## config.mk

```make
export PLATFORM = sky130hd
export DESIGN_NAME = rpn_eval_ctrl_flat
export DESIGN_NICKNAME = d
export VERILOG_FILES = /design/src/rtl/rpn_eval_ctrl_pkg.sv /design/src/rtl/rpn_eval_ctrl_if.sv /design/src/rtl/rpn_eval_ctrl_div_seq.sv /design/src/rtl/rpn_eval_ctrl.sv /design/src/flat_wrapper.sv
export SDC_FILE = /design/constraint.sdc
export NUM_CORES = 1
export LEC_CHECK = 0
export CORE_UTILIZATION = 50
export DETAILED_ROUTE_END_ITERATION = 10
export MAX_ROUTING_LAYER = met4
export PLACE_DENSITY = 0.7
export SYNTH_ARGS = -nofsm -noshare
export SYNTH_HDL_FRONTEND = slang
export SYNTH_SLANG_ARGS = --single-unit
```

## constraint.sdc

```tcl
create_clock -name clk -period 14.9 [get_ports clk]
set_input_delay 2.98 -clock clk [delete_from_list [all_inputs] [get_ports clk]]
set_output_delay 2.98 -clock clk [all_outputs]
set_load 0.005 [all_outputs]
```

## src/rtl/rpn_eval_ctrl_pkg.sv

```systemverilog
// rpn_pkg: shared types and constants for the RPN evaluator.
//   tok_kind_e : token kinds (kind 3 is reserved and decoded as END)
//   op_e       : operator codes carried in tok_data[1:0]
//   err_e      : result error codes
//   state_e    : controller states
package rpn_pkg;

    localparam int unsigned DEPTH_DEF      = 6;
    localparam int unsigned DATA_WIDTH_DEF = 32;
    localparam int unsigned STK_CAP        = (1 << DEPTH_DEF) - 1;
    localparam int unsigned ERR_W          = 3;

    typedef enum logic [1:0] {
        TOK_OPERAND  = 2'd0,
        TOK_OPERATOR = 2'd1,
        TOK_END      = 2'd2
    } tok_kind_e;

    typedef enum logic [1:0] {
        OP_ADD = 2'd0,
        OP_SUB = 2'd1,
        OP_MUL = 2'd2,
        OP_DIV = 2'd3
    } op_e;

    typedef enum logic [ERR_W-1:0] {
        ERR_OK        = 3'd0,
        ERR_UNDERFLOW = 3'd1,
        ERR_OVERFLOW  = 3'd2,
        ERR_BAD_END   = 3'd3,
        ERR_DIV_ZERO  = 3'd4
    } err_e;

    typedef enum logic [1:0] {
        ST_RUN  = 2'd0,
        ST_SKIP = 2'd1,
        ST_DIVW = 2'd2,
        ST_DONE = 2'd3
    } state_e;

endpackage

```

## src/rtl/rpn_eval_ctrl_if.sv

```systemverilog
// rpn_eval_ctrl_if: token, stack-command and result buses of the evaluator.
//   tok_*  : token stream in (valid/ready)
//   stk_*  : commands to / top-of-stack from the external operand stack
//   res_*  : one result per expression out (valid/ready)
// master = evaluator side, slave = tokenizer/stack/sink side.
interface rpn_eval_ctrl_if
    import rpn_pkg::*;
#(
    parameter int unsigned DATA_WIDTH = DATA_WIDTH_DEF
) ();

    logic                  tok_valid;
    logic                  tok_ready;
    logic [1:0]            tok_kind;
    logic [DATA_WIDTH-1:0] tok_data;

    logic                  stk_push;
    logic                  stk_pop2;
    logic                  stk_flush;
    logic [DATA_WIDTH-1:0] stk_wdata;
    logic [DATA_WIDTH-1:0] stk_top;
    logic [DATA_WIDTH-1:0] stk_next;

    logic                  res_valid;
    logic                  res_ready;
    logic [DATA_WIDTH-1:0] res_data;
    logic [ERR_W-1:0]      res_err;

    modport master (
        input  tok_valid, tok_kind, tok_data,
        output tok_ready,
        output stk_push, stk_pop2, stk_flush, stk_wdata,
        input  stk_top, stk_next,
        output res_valid, res_data, res_err,
        input  res_ready
    );

    modport slave (
        output tok_valid, tok_kind, tok_data,
        input  tok_ready,
        input  stk_push, stk_pop2, stk_flush, stk_wdata,
        output stk_top, stk_next,
        input  res_valid, res_data, res_err,
        output res_ready
    );

endinterface

```

## src/rtl/rpn_eval_ctrl_div_seq.sv

```systemverilog
// rpn_div_seq: sequential signed restoring divider, quotient truncated toward zero.
//   start_i    : load operands (one-cycle pulse, ignored while busy)
//   dividend_i : a, divisor_i : b (b must be nonzero)
//   busy_o     : high from the cycle after start until the done cycle ends
//   done_o     : one-cycle pulse, W+1 cycles after start, quo_o valid with it
// Most-negative / -1 wraps to the most-negative value.
module rpn_div_seq #(
    parameter int unsigned W = 32
) (
    input  logic         clk,
    input  logic         rst,
    input  logic         start_i,
    input  logic [W-1:0] dividend_i,
    input  logic [W-1:0] divisor_i,
    output logic         busy_o,
    output logic         done_o,
    output logic [W-1:0] quo_o
);

    localparam int unsigned CW = $clog2(W + 1);

    logic          busy_q;
    logic          done_q;
    logic          neg_q;
    logic [CW-1:0] cnt_q;
    logic [W-1:0]  rem_q;
    logic [W-1:0]  quo_q;
    logic [W-1:0]  dvs_q;
    logic [W-1:0]  res_q;

    logic [W-1:0]  abs_a;
    logic [W-1:0]  abs_b;
    logic [W:0]    rem_s;
    logic [W-1:0]  diff;
    logic          ge;
    logic [W-1:0]  rem_n;
    logic [W-1:0]  quo_n;

    // Magnitudes as unsigned; the most-negative value maps to 2^(W-1).
    assign abs_a = dividend_i[W-1] ? W'(-dividend_i) : dividend_i;
    assign abs_b = divisor_i[W-1]  ? W'(-divisor_i)  : divisor_i;

    // One restoring step: shift in the next dividend bit, subtract if it fits.
    always_comb begin
        rem_s = {rem_q, quo_q[W-1]};
        ge    = (rem_s >= {1'b0, dvs_q});
        diff  = W'(rem_s - {1'b0, dvs_q});
        rem_n = ge ? diff : rem_s[W-1:0];
        quo_n = {quo_q[W-2:0], ge};
    end

    always_ff @(posedge clk or negedge rst) begin
        if (!rst) begin
            busy_q <= 1'b0;
            done_q <= 1'b0;
            neg_q  <= 1'b0;
            cnt_q  <= '0;
            rem_q  <= '0;
            quo_q  <= '0;
            dvs_q  <= '0;
            res_q  <= '0;
        end else begin
            done_q <= 1'b0;
            if (start_i && !busy_q) begin
                busy_q <= 1'b1;
                cnt_q  <= CW'(W);
                rem_q  <= '0;
                quo_q  <= abs_a;
                dvs_q  <= abs_b;
                neg_q  <= dividend_i[W-1] ^ divisor_i[W-1];
            end else if (busy_q) begin
                if (cnt_q != '0) begin
                    rem_q <= rem_n;
                    quo_q <= quo_n;
                    cnt_q <= cnt_q - CW'(1);
                    // Last step: apply the sign so the result is ready with done.
                    if (cnt_q == CW'(1)) begin
                        done_q <= 1'b1;
                        res_q  <= neg_q ? W'(-quo_n) : quo_n;
                    end
                end else begin
                    busy_q <= 1'b0;
                end
            end
        end
    end

    assign busy_o = busy_q;
    assign done_o = done_q;
    assign quo_o  = res_q;

endmodule

```

## src/rtl/rpn_eval_ctrl.sv

```systemverilog
// rpn_eval_ctrl: postfix expression evaluator, master of the external operand stack.
//   clk, rst : clock, asynchronous active-low reset (shared with the stack)
//   bus      : rpn_eval_ctrl_if.master (token in, stack commands, result out)
// Stack commands are issued in the same cycle the token is accepted so the
// next token already sees the updated stk_top/stk_next.
// Optional: define RPN_DIV_EN for signed sequential DIV (operator 3);
// otherwise operator 3 is reported as BAD_END.
module rpn_eval_ctrl
    import rpn_pkg::*;
#(
    parameter int unsigned DEPTH      = DEPTH_DEF,
    parameter int unsigned DATA_WIDTH = DATA_WIDTH_DEF
) (
    input logic             clk,
    input logic             rst,
    rpn_eval_ctrl_if.master bus
);

    localparam logic [DEPTH-1:0] CNT_FULL = {DEPTH{1'b1}};
    localparam logic [DEPTH-1:0] CNT_ONE  = DEPTH'(1);
    localparam logic [DEPTH-1:0] CNT_TWO  = DEPTH'(2);

    state_e                state_q, state_d;
    logic [DEPTH-1:0]      cnt_q, cnt_d;
    err_e                  err_q, err_d;
    logic [DATA_WIDTH-1:0] res_data_q, res_data_d;
    logic                  res_valid_q, res_valid_d;
    logic                  tok_ready_q, tok_ready_d;

    logic                  push_c, pop2_c, flush_c;
    logic [DATA_WIDTH-1:0] wdata_c;
    logic [DATA_WIDTH-1:0] alu_c;
    logic                  tok_fire;
    op_e                   tok_op;

`ifdef RPN_DIV_EN
    logic                  div_start_c;
    logic                  div_busy;
    logic                  div_done;
    logic [DATA_WIDTH-1:0] div_quo;

    rpn_div_seq #(
        .W(DATA_WIDTH)
    ) u_div (
        .clk        (clk),
        .rst        (rst),
        .start_i    (div_start_c),
        .dividend_i (bus.stk_next),
        .divisor_i  (bus.stk_top),
        .busy_o     (div_busy),
        .done_o     (div_done),
        .quo_o      (div_quo)
    );
`endif

    assign tok_fire = bus.tok_valid && tok_ready_q;
    assign tok_op   = op_e'(bus.tok_data[1:0]);

    // a = stk_next, b = stk_top; results wrap to DATA_WIDTH bits.
    always_comb begin
        alu_c = '0;
        case (tok_op)
            OP_ADD:  alu_c = bus.stk_next + bus.stk_top;
            OP_SUB:  alu_c = bus.stk_next - bus.stk_top;
            OP_MUL:  alu_c = bus.stk_next * bus.stk_top;
            default: alu_c = '0;
        endcase
    end

    // Next-state, stack commands and result register updates.
    always_comb begin
        state_d     = state_q;
        cnt_d       = cnt_q;
        err_d       = err_q;
        res_data_d  = res_data_q;
        res_valid_d = res_valid_q;
        push_c      = 1'b0;
        pop2_c      = 1'b0;
        flush_c     = 1'b0;
        wdata_c     = '0;
`ifdef RPN_DIV_EN
        div_start_c = 1'b0;
`endif
        case (state_q)
            ST_RUN: begin
                if (tok_fire) begin
                    if (bus.tok_kind == TOK_OPERAND) begin
                        if (cnt_q == CNT_FULL) begin
                            err_d   = ERR_OVERFLOW;
                            state_d = ST_SKIP;
                        end else begin
                            push_c  = 1'b1;
                            wdata_c = bus.tok_data;
                            cnt_d   = cnt_q + CNT_ONE;
                        end
                    end else if (bus.tok_kind == TOK_OPERATOR) begin
                        if (cnt_q < CNT_TWO) begin
                            err_d   = ERR_UNDERFLOW;
                            state_d = ST_SKIP;
                        end else if (tok_op == OP_DIV) begin
`ifdef RPN_DIV_EN
                            if (bus.stk_top == '0) begin
                                err_d   = ERR_DIV_ZERO;
                                state_d = ST_SKIP;
                            end else if (!div_busy) begin
                                div_start_c = 1'b1;
                                state_d     = ST_DIVW;
                            end
`else
                            err_d   = ERR_BAD_END;
                            state_d = ST_SKIP;
`endif
                        end else begin
                            push_c  = 1'b1;
                            pop2_c  = 1'b1;
                            wdata_c = alu_c;
                            cnt_d   = cnt_q - CNT_ONE;
                        end
                    end else begin
                        // END and reserved kind 3 both close the expression.
                        if (cnt_q != CNT_ONE) begin
                            err_d = ERR_BAD_END;
                        end else begin
                            res_data_d = bus.stk_top;
                        end
                        res_valid_d = 1'b1;
                        state_d     = ST_DONE;
                    end
                end
            end
            ST_SKIP: begin
                if (tok_fire && bus.tok_kind[1]) begin
                    res_valid_d = 1'b1;
                    state_d     = ST_DONE;
                end
            end
            ST_DIVW: begin
`ifdef RPN_DIV_EN
                if (div_done) begin
                    push_c  = 1'b1;
                    pop2_c  = 1'b1;
                    wdata_c = div_quo;
                    cnt_d   = cnt_q - CNT_ONE;
                    state_d = ST_RUN;
                end
`else
                state_d = ST_RUN;
`endif
            end
            ST_DONE: begin
                if (res_valid_q && bus.res_ready) begin
                    flush_c     = 1'b1;
                    cnt_d       = '0;
                    err_d       = ERR_OK;
                    res_data_d  = '0;
                    res_valid_d = 1'b0;
                    state_d     = ST_RUN;
                end
            end
            default: state_d = ST_RUN;
        endcase
        tok_ready_d = (state_d == ST_RUN) || (state_d == ST_SKIP);
    end

    always_ff @(posedge clk or negedge rst) begin
        if (!rst) begin
            state_q     <= ST_RUN;
            cnt_q       <= '0;
            err_q       <= ERR_OK;
            res_data_q  <= '0;
            res_valid_q <= 1'b0;
            tok_ready_q <= 1'b0;
        end else begin
            state_q     <= state_d;
            cnt_q       <= cnt_d;
            err_q       <= err_d;
            res_data_q  <= res_data_d;
            res_valid_q <= res_valid_d;
            tok_ready_q <= tok_ready_d;
        end
    end

    assign bus.tok_ready = tok_ready_q;
    assign bus.stk_push  = push_c;
    assign bus.stk_pop2  = pop2_c;
    assign bus.stk_flush = flush_c;
    assign bus.stk_wdata = wdata_c;
    assign bus.res_valid = res_valid_q;
    assign bus.res_data  = res_data_q;
    assign bus.res_err   = err_q;

endmodule

```

## src/flat_wrapper.sv

```systemverilog
// flat-port wrapper written by rule: the top's interface ports become plain ports
module rpn_eval_ctrl_flat import rpn_pkg::*;
#(
    parameter int unsigned DEPTH      = DEPTH_DEF,
    parameter int unsigned DATA_WIDTH = DATA_WIDTH_DEF
)
  (clk, rst, bus_tok_valid, bus_tok_kind, bus_tok_data, bus_tok_ready, bus_stk_push, bus_stk_pop2, bus_stk_flush, bus_stk_wdata, bus_stk_top, bus_stk_next, bus_res_valid, bus_res_data, bus_res_err, bus_res_ready);
  rpn_eval_ctrl_if #(.DATA_WIDTH(DATA_WIDTH)) bus_i ();
  input logic clk;
  input logic rst;
  input wire logic [$bits(bus_i.tok_valid)-1:0] bus_tok_valid;
  input wire logic [$bits(bus_i.tok_kind)-1:0] bus_tok_kind;
  input wire logic [$bits(bus_i.tok_data)-1:0] bus_tok_data;
  output wire logic [$bits(bus_i.tok_ready)-1:0] bus_tok_ready;
  output wire logic [$bits(bus_i.stk_push)-1:0] bus_stk_push;
  output wire logic [$bits(bus_i.stk_pop2)-1:0] bus_stk_pop2;
  output wire logic [$bits(bus_i.stk_flush)-1:0] bus_stk_flush;
  output wire logic [$bits(bus_i.stk_wdata)-1:0] bus_stk_wdata;
  input wire logic [$bits(bus_i.stk_top)-1:0] bus_stk_top;
  input wire logic [$bits(bus_i.stk_next)-1:0] bus_stk_next;
  output wire logic [$bits(bus_i.res_valid)-1:0] bus_res_valid;
  output wire logic [$bits(bus_i.res_data)-1:0] bus_res_data;
  output wire logic [$bits(bus_i.res_err)-1:0] bus_res_err;
  input wire logic [$bits(bus_i.res_ready)-1:0] bus_res_ready;
  assign bus_i.tok_valid = bus_tok_valid;
  assign bus_i.tok_kind = bus_tok_kind;
  assign bus_i.tok_data = bus_tok_data;
  assign bus_tok_ready = bus_i.tok_ready;
  assign bus_stk_push = bus_i.stk_push;
  assign bus_stk_pop2 = bus_i.stk_pop2;
  assign bus_stk_flush = bus_i.stk_flush;
  assign bus_stk_wdata = bus_i.stk_wdata;
  assign bus_i.stk_top = bus_stk_top;
  assign bus_i.stk_next = bus_stk_next;
  assign bus_res_valid = bus_i.res_valid;
  assign bus_res_data = bus_i.res_data;
  assign bus_res_err = bus_i.res_err;
  assign bus_i.res_ready = bus_res_ready;
  rpn_eval_ctrl #(.DEPTH(DEPTH), .DATA_WIDTH(DATA_WIDTH)) u_core (.clk(clk), .rst(rst), .bus(bus_i));
endmodule
```

==> impl_metrics.tcl, run 1 <==
set metrics [dict create \
    status "finished, violations left" \
    worst_slack_ns 0.470 \
    synth-seq-cells 44 \
    start_util_pct 51.0 \
    path_max_fanout 16 \
    vias_per_cell 5.77 \
    nFillCells 3787 \
    crit_buf_inv 6 \
    r2r_end "u_core.bus.res_data[23]$_DFFE_PN0P_" \
    reg2reg_slack_ns 12.04 \
    startpoint "bus_stk_top[2]" \
    clock_skew_ns 0.0130 \
    max_slew_margin_pct 25.6 \
    path_depth 25 \
    grt_max_degree 65 \
    die-area_mm2 0.0426 \
    drive_gt1_share_pct 3.72 \
    reg2reg_from "u_core.state_q[1]$_DFF_PN0_" \
    dp_hpwl_um 60300 \
    row_count 74 \
    cts_hold_buf 0 \
    synth_flop_cell "dfrtp_1" \
    final_max_slew_viol_count 0 \
    synth_area_leaders "fa_1 (39%), ha_1 (9.8%), and2_1 (9.3%)" \
    fmax_mhz 69.3 \
    timing.final.crit_share_pct 96.8 \
    synth_common_cells "fa_1 (409), inv_1 (402), nand2_1 (332)" \
    synth_top_area_share_pct 39.2 \
    cts_resized 0 \
    worst_pin_slew_ns 1.12 \
    grt_first_pass_wirelength_um 113000 \
    rsz0062_at_grt "false" \
    setup_violations 0 \
    max_cap_violations 0 \
    finalHoldViolCount 0 \
    critPathRequiredTime_ns 11.92 \
    clk_latency_ns 0.30 \
    synth_edf_count 0 \
    ys_warn_count 0 \
    syn_to_final_growth_pct 11.9 \
    overflow 0 \
    synth_nets 3122 \
    fin_crit_ns 14.43 \
    antenna_found_initial 4 \
    fin_nets 3227 \
    synth_top_area_cell "fa_1" \
    cts_root_buffer "clkbuf_16" \
    yosysMostFrequentCell "fa_1" \
    postSynthCellCount 2448 \
    coreArea_mm2 0.0410 \
    drc 20 \
    port_buffers 172 \
    numCtsBuffers 5 \
    dieWidth_um 206 \
    clockBufferDepth 2 \
    via_count 17800 \
    io_pins 174 \
    wl_per_cell_um 23.5 \
    startpoint_type "input port" \
    violations "design-rule violations" \
    rr_worst_depth 6 \
    path_clk_slew_ns 0.06 \
    tns_ns 0 \
    syn_area_per_cell_um2 8.54 \
    slowest_stage "clkdlybuf4s50_1" \
    firstDrtPassIters 8 \
    routed_wl_um 72700 \
    synthArstFlopShare_pct 100 \
    die_h_um 206 \
    min_path_type "reg -> reg" \
    cts_tree "built" \
    crit_path_max_incr_delay_ns 0.76 \
    gp_congestion 0.999 \
    crit_path_frequent_cell "fa_1" \
    critPathCaptureType "output port" \
    postCtsSetupRepairBufs 0 \
    ant_nets 0 \
    syn_area_mm2 0.0209 \
    grtUsageTotal_pct 36.8 \
    dp_slack_ns 0.580 \
    cts.sinks 44 \
    critical_path_class "in -> out" \
    htreeDepth 2 \
    first_global_vias 19100 \
    cp_top_family "adder cells" \
    endpoint "bus_stk_wdata[31]" \
    yosysUniqueCellTypes 73 \
    yosysSeqAreaShare_pct 5.27 \
    first_iter_violations 1238 \
    crit_arrival_ns 11.45 \
]
stage by stage:
step	utilization (%)	hold slack, ns	cells	instance area [um2]
3_5_place_dp	56.7	0.471	3078	23200
3_3_place_gp	56.7	0.463	3078	23200
5_1_grt	57.0	0.509	3089	23400
4_1_cts	57.0	0.483	3085	23400
2_1_floorplan	-	0.473	2448	20900
6_report	57.0	0.482	3090	23400
worst reg2reg max path: cells and delay by family (launching register included):
kind	cells	cell delay, ns
AOI/OAI and AO/OA	2	0.56
adders and majority gates	1	0.45
buffers and inverters	2	0.38
DFF	1	0.39
and+or+nand+nor	1	0.92
cells in the final DEF, fill, tap and decap left out, types with 4 or more instances in the layout:
master	n
or3_1	6
nand2b_1	21
nand2_1	332
o21a_1	9
clkbuf_16	5
a21oi_1	71
xnor2_1	85
a31oi_1	7
fa_1	409
or2_2	4
o21bai_1	5
and3_1	8
nand3_1	21
o21ai_0	82
mux2i_1	9
o31ai_1	12
nor2b_1	8
buf_4	66
ha_1	163
a221o_1	5
and2_1	311
a21o_1	24
diode_2	5
clkdlybuf4s50_1	171
a22oi_1	19
nor2_1	81
dfrtp_1	44
xor2_1	44
a22o_1	5
o211ai_1	7
nor3_1	26
o41ai_1	4
nand4_1	4
a211oi_1	12
a211o_1	4
o22ai_1	8
inv_1	402
nor4_1	4
area by class of cell:
class                   instances  area [um2]  share of cell area (%)
multi-input cells            1862       17800                    75.9
clock buffers                   5         125                   0.535
well taps                     532         666                    2.85
diodes                          5        12.5                  0.0535
flip-flops and latches         44        1100                    4.71
repair buffers                238        2210                    9.46
inverters                     402        1510                    6.45
clock inverters                 2        12.5                  0.0535
registers in the layout, summed over array words and instances, names as in the netlist:
signal,cells
u_core.bus.res_data,32
u_core.bus.res_err,2
u_core.bus.res_valid,1
u_core.bus.tok_ready,1
u_core.cnt_q,6
u_core.state_q,2
per-layer routing:
metal  track usage (%)  up-vias  part of all wire, %
met5                 -        -                    0
met4              22.8        0                  7.7
met3              3.97      253                  6.7
met2              60.0      759                   48
met1              43.7     9045                   38
li1                  -     7782                    -
worst min path at each step:
stage / slack [ns] / to / depth (start not counted) / startpoint
after global routing: 0.51 / u_core.bus.res_data[7]$_DFFE_PN0P_ / 2 / u_core.bus.res_data[7]$_DFFE_PN0P_
after detailed placement: 0.47 / u_core.bus.res_data[3]$_DFFE_PN0P_ / 2 / u_core.bus.res_data[3]$_DFFE_PN0P_
final: 0.48 / u_core.bus.res_data[3]$_DFFE_PN0P_ / 2 / u_core.bus.res_data[3]$_DFFE_PN0P_
after floorplan: 0.47 / u_core.bus.res_data[0]$_DFFE_PN0P_ / 2 / u_core.bus.res_data[0]$_DFFE_PN0P_
after global placement: 0.46 / u_core.bus.res_data[2]$_DFFE_PN0P_ / 2 / u_core.bus.res_data[2]$_DFFE_PN0P_
after CTS: 0.48 / u_core.bus.res_data[3]$_DFFE_PN0P_ / 2 / u_core.bus.res_data[3]$_DFFE_PN0P_
logic make-up (layout without fill, tap and decap cells):
kind of cell | after synthesis | in the layout | share of synthesized area, %
AOI/OAI and AO/OA | 306 | 306 | 9.64
xor gates and xnor gates | 130 | 130 | 5.51
adders and majority gates | 572 | 572 | 48.9
buffers and inverters | 542 | 647 | 9.83
DFF | 44 | 44 | 5.27
muxes | 10 | 10 | 0.485
other | 1 | 6 | 0.0179
and+or+nand+nor | 843 | 843 | 20.3
Power of run 1 is left out: the tool's default activity adds up to more than one toggle a clock period on the data nets, which glitch-free logic cannot reach.
==> run 2: changes to the inputs <==
--- a/config.mk
+++ b/config.mk
@@ -5,10 +5,10 @@
 export SDC_FILE = /design/constraint.sdc
 export NUM_CORES = 1
 export LEC_CHECK = 0
-export CORE_UTILIZATION = 50
+export CORE_UTILIZATION = 30
+export CTS_BUF_LIST = sky130_fd_sc_hd__clkbuf_8
 export DETAILED_ROUTE_END_ITERATION = 10
 export MAX_ROUTING_LAYER = met4
-export PLACE_DENSITY = 0.7
 export SYNTH_ARGS = -nofsm -noshare
 export SYNTH_HDL_FRONTEND = slang
 export SYNTH_SLANG_ARGS = --single-unit
==> run 2 against run 1 <==
Compared with the run above:
- the run now ends clean
- critical path depth decreased by 1
- sequential share of layout area decreased by 0.11 points
- setup slack improved by 0.049 ns
- global-route usage decreased by 16 points
- register-to-register slack got worse by 0.12 ns
- flip-flop and latch count unchanged
- die area increased by 66%
==> impl_metrics.tcl, run 2 (synthesis gave the netlist of run 1 again) <==
set metrics [dict create \
    max_cap_violations 0 \
    path_max_fanout 13 \
    ant_nets 0 \
    cts_root_buffer "clkbuf_8" \
    layout_common_cells "fa_1 (409), inv_1 (402), nand2_1 (332)" \
    die-area_mm2 0.0707 \
    cts_hold_buf 0 \
    reg2reg_from "u_core.cnt_q[0]$_DFFE_PN0P_" \
    critPathRequiredTime_ns 11.92 \
    timing.final.crit_share_pct 96.5 \
    cts_resized 0 \
    tns_ns 0 \
    crit_path_frequent_cell "fa_1" \
    cts_tree "built" \
    clk_latency_ns 0.30 \
    clockBufferDepth 2 \
    fin_hold_ws_ns 0.485 \
    max_slew_margin_pct 25.0 \
    row_count 96 \
    largest_reg_flops 32 \
    first_iter_violations 1321 \
    drc 0 \
    grt_first_pass_wirelength_um 110000 \
    die_h_um 266 \
    crit_arrival_ns 11.40 \
    worstHoldStart "u_core.bus.res_data[6]$_DFFE_PN0P_" \
    critical_path_class "in -> out" \
    design_area_mm2 0.0240 \
    slowest_stage "clkdlybuf4s50_1" \
    finalHoldViolCount 0 \
    io_pins 174 \
    rr_worst_depth 10 \
    min_to "u_core.bus.res_data[6]$_DFFE_PN0P_" \
    cts.sinks 44 \
    port_buffers 172 \
    path_cells "clkdlybuf4s50_1 -> buf_4 -> and2_1 -> fa_1 -> fa_1 -> fa_1 -> inv_1 -> fa_1 -> inv_1 -> fa_1 -> fa_1 -> fa_1 -> fa_1 -> ha_1 -> nand3_1 -> or2_2 -> a2111oi_1 -> a211oi_2 -> o221ai_1 -> a211oi_1 -> xnor2_1 -> nand2_1 -> o211ai_1 -> clkdlybuf4s50_1" \
    dp_hpwl_um 60900 \
    antenna_found_initial 3 \
    routed_wl_um 71700 \
    firstDrtPassIters 5 \
    numCtsBuffers 5 \
    syn_to_final_growth_pct 14.7 \
    postCtsSetupRepairBufs 0 \
    wl_per_cell_um 20.5 \
    fin_crit_ns 14.38 \
    clock_skew_ns 0.0128 \
    grtUsageTotal_pct 21.2 \
    worst_pin_slew_ns 1.13 \
    final_max_slew_viol_count 0 \
    overflow 0 \
    htreeDepth 2 \
    fmax_mhz 69.5 \
    path_clk_slew_ns 0.09 \
    r2r_end "u_core.cnt_q[3]$_DFFE_PN0P_" \
    first_global_vias 17600 \
    min_path_type "reg -> reg" \
    rsz0062_at_grt "false" \
    start_util_pct 30.4 \
    hold_depth 2 \
    via_count 17300 \
    setup_violations 0 \
    critPathCaptureType "output port" \
    reg2reg_slack_ns 11.92 \
    startpoint_type "input port" \
    status "completed" \
    crit_path_max_incr_delay_ns 0.96 \
    drive_gt1_share_pct 4.32 \
    nFillCells 7169 \
    coreArea_mm2 0.0688 \
    final_common_cell "fa_1" \
    gp_congestion 0.951 \
    fin_nets 3243 \
    dieWidth_um 266 \
    grt_max_degree 65 \
    vias_per_cell 4.94 \
    place_area_mm2 0.0239 \
]
run 2: cell count changes in the layout (fill, tap and decap cells not counted):
| cell | previous run | this run |
|---|---|---|
| clkbuf_8 | 0 | 5 |
| buf_12 | 0 | 1 |
| clkbuf_16 | 5 | 0 |
| buf_4 | 66 | 81 |
| diode_2 | 5 | 4 |
run 2: metrics by stage:
step	std cells	util (%)	worst slack, ns
2_1_floorplan	2448	-	2.24
3_3_place_gp	3493	34.7	0.686
3_5_place_dp	3493	34.7	0.579
4_1_cts	3500	34.8	0.575
5_1_grt	3501	34.8	0.259
6_report	3504	34.8	0.519
run 2: layout make-up:
class	instances	area, um2	share of cell area [%]
inverter	402	1510	6.30
multi-input combinational	1862	17800	74.1
antenna	4	10.0	0.0418
clock buffer	5	68.8	0.287
tap	931	1160	4.86
clock inverter	2	12.5	0.0522
sequential	44	1100	4.59
timing repair buffer	254	2340	9.78
run 2: worst max path at each step:
stage,startpoint,to,slack (ns),depth (start not counted)
floorplan,bus_stk_top[6],bus_stk_wdata[23],2.24,25
global placement,bus_stk_top[7],bus_stk_wdata[31],0.69,24
detailed placement,bus_stk_top[7],bus_stk_wdata[31],0.58,24
CTS,bus_stk_top[7],bus_stk_wdata[31],0.57,24
global route,bus_stk_top[7],bus_stk_wdata[27],0.26,24
finish,bus_stk_top[7],bus_stk_wdata[31],0.52,24
run 2: worst max-delay path, delay by kind of cell:
kind            cells  cell delay [ns]
simple gates        4             0.68
fa+ha+maj           9             4.30
xor+xnor            1             0.20
buf+inv             5             1.91
compound gates      5             1.30
run 2: routing by layer:
layer	track usage [%]	routed length, um
met5	-	0
met4	6.88	2700
met3	1.01	3080
met2	35.3	35100
met1	27.7	30800
Power of run 2 is left out for the same reason.
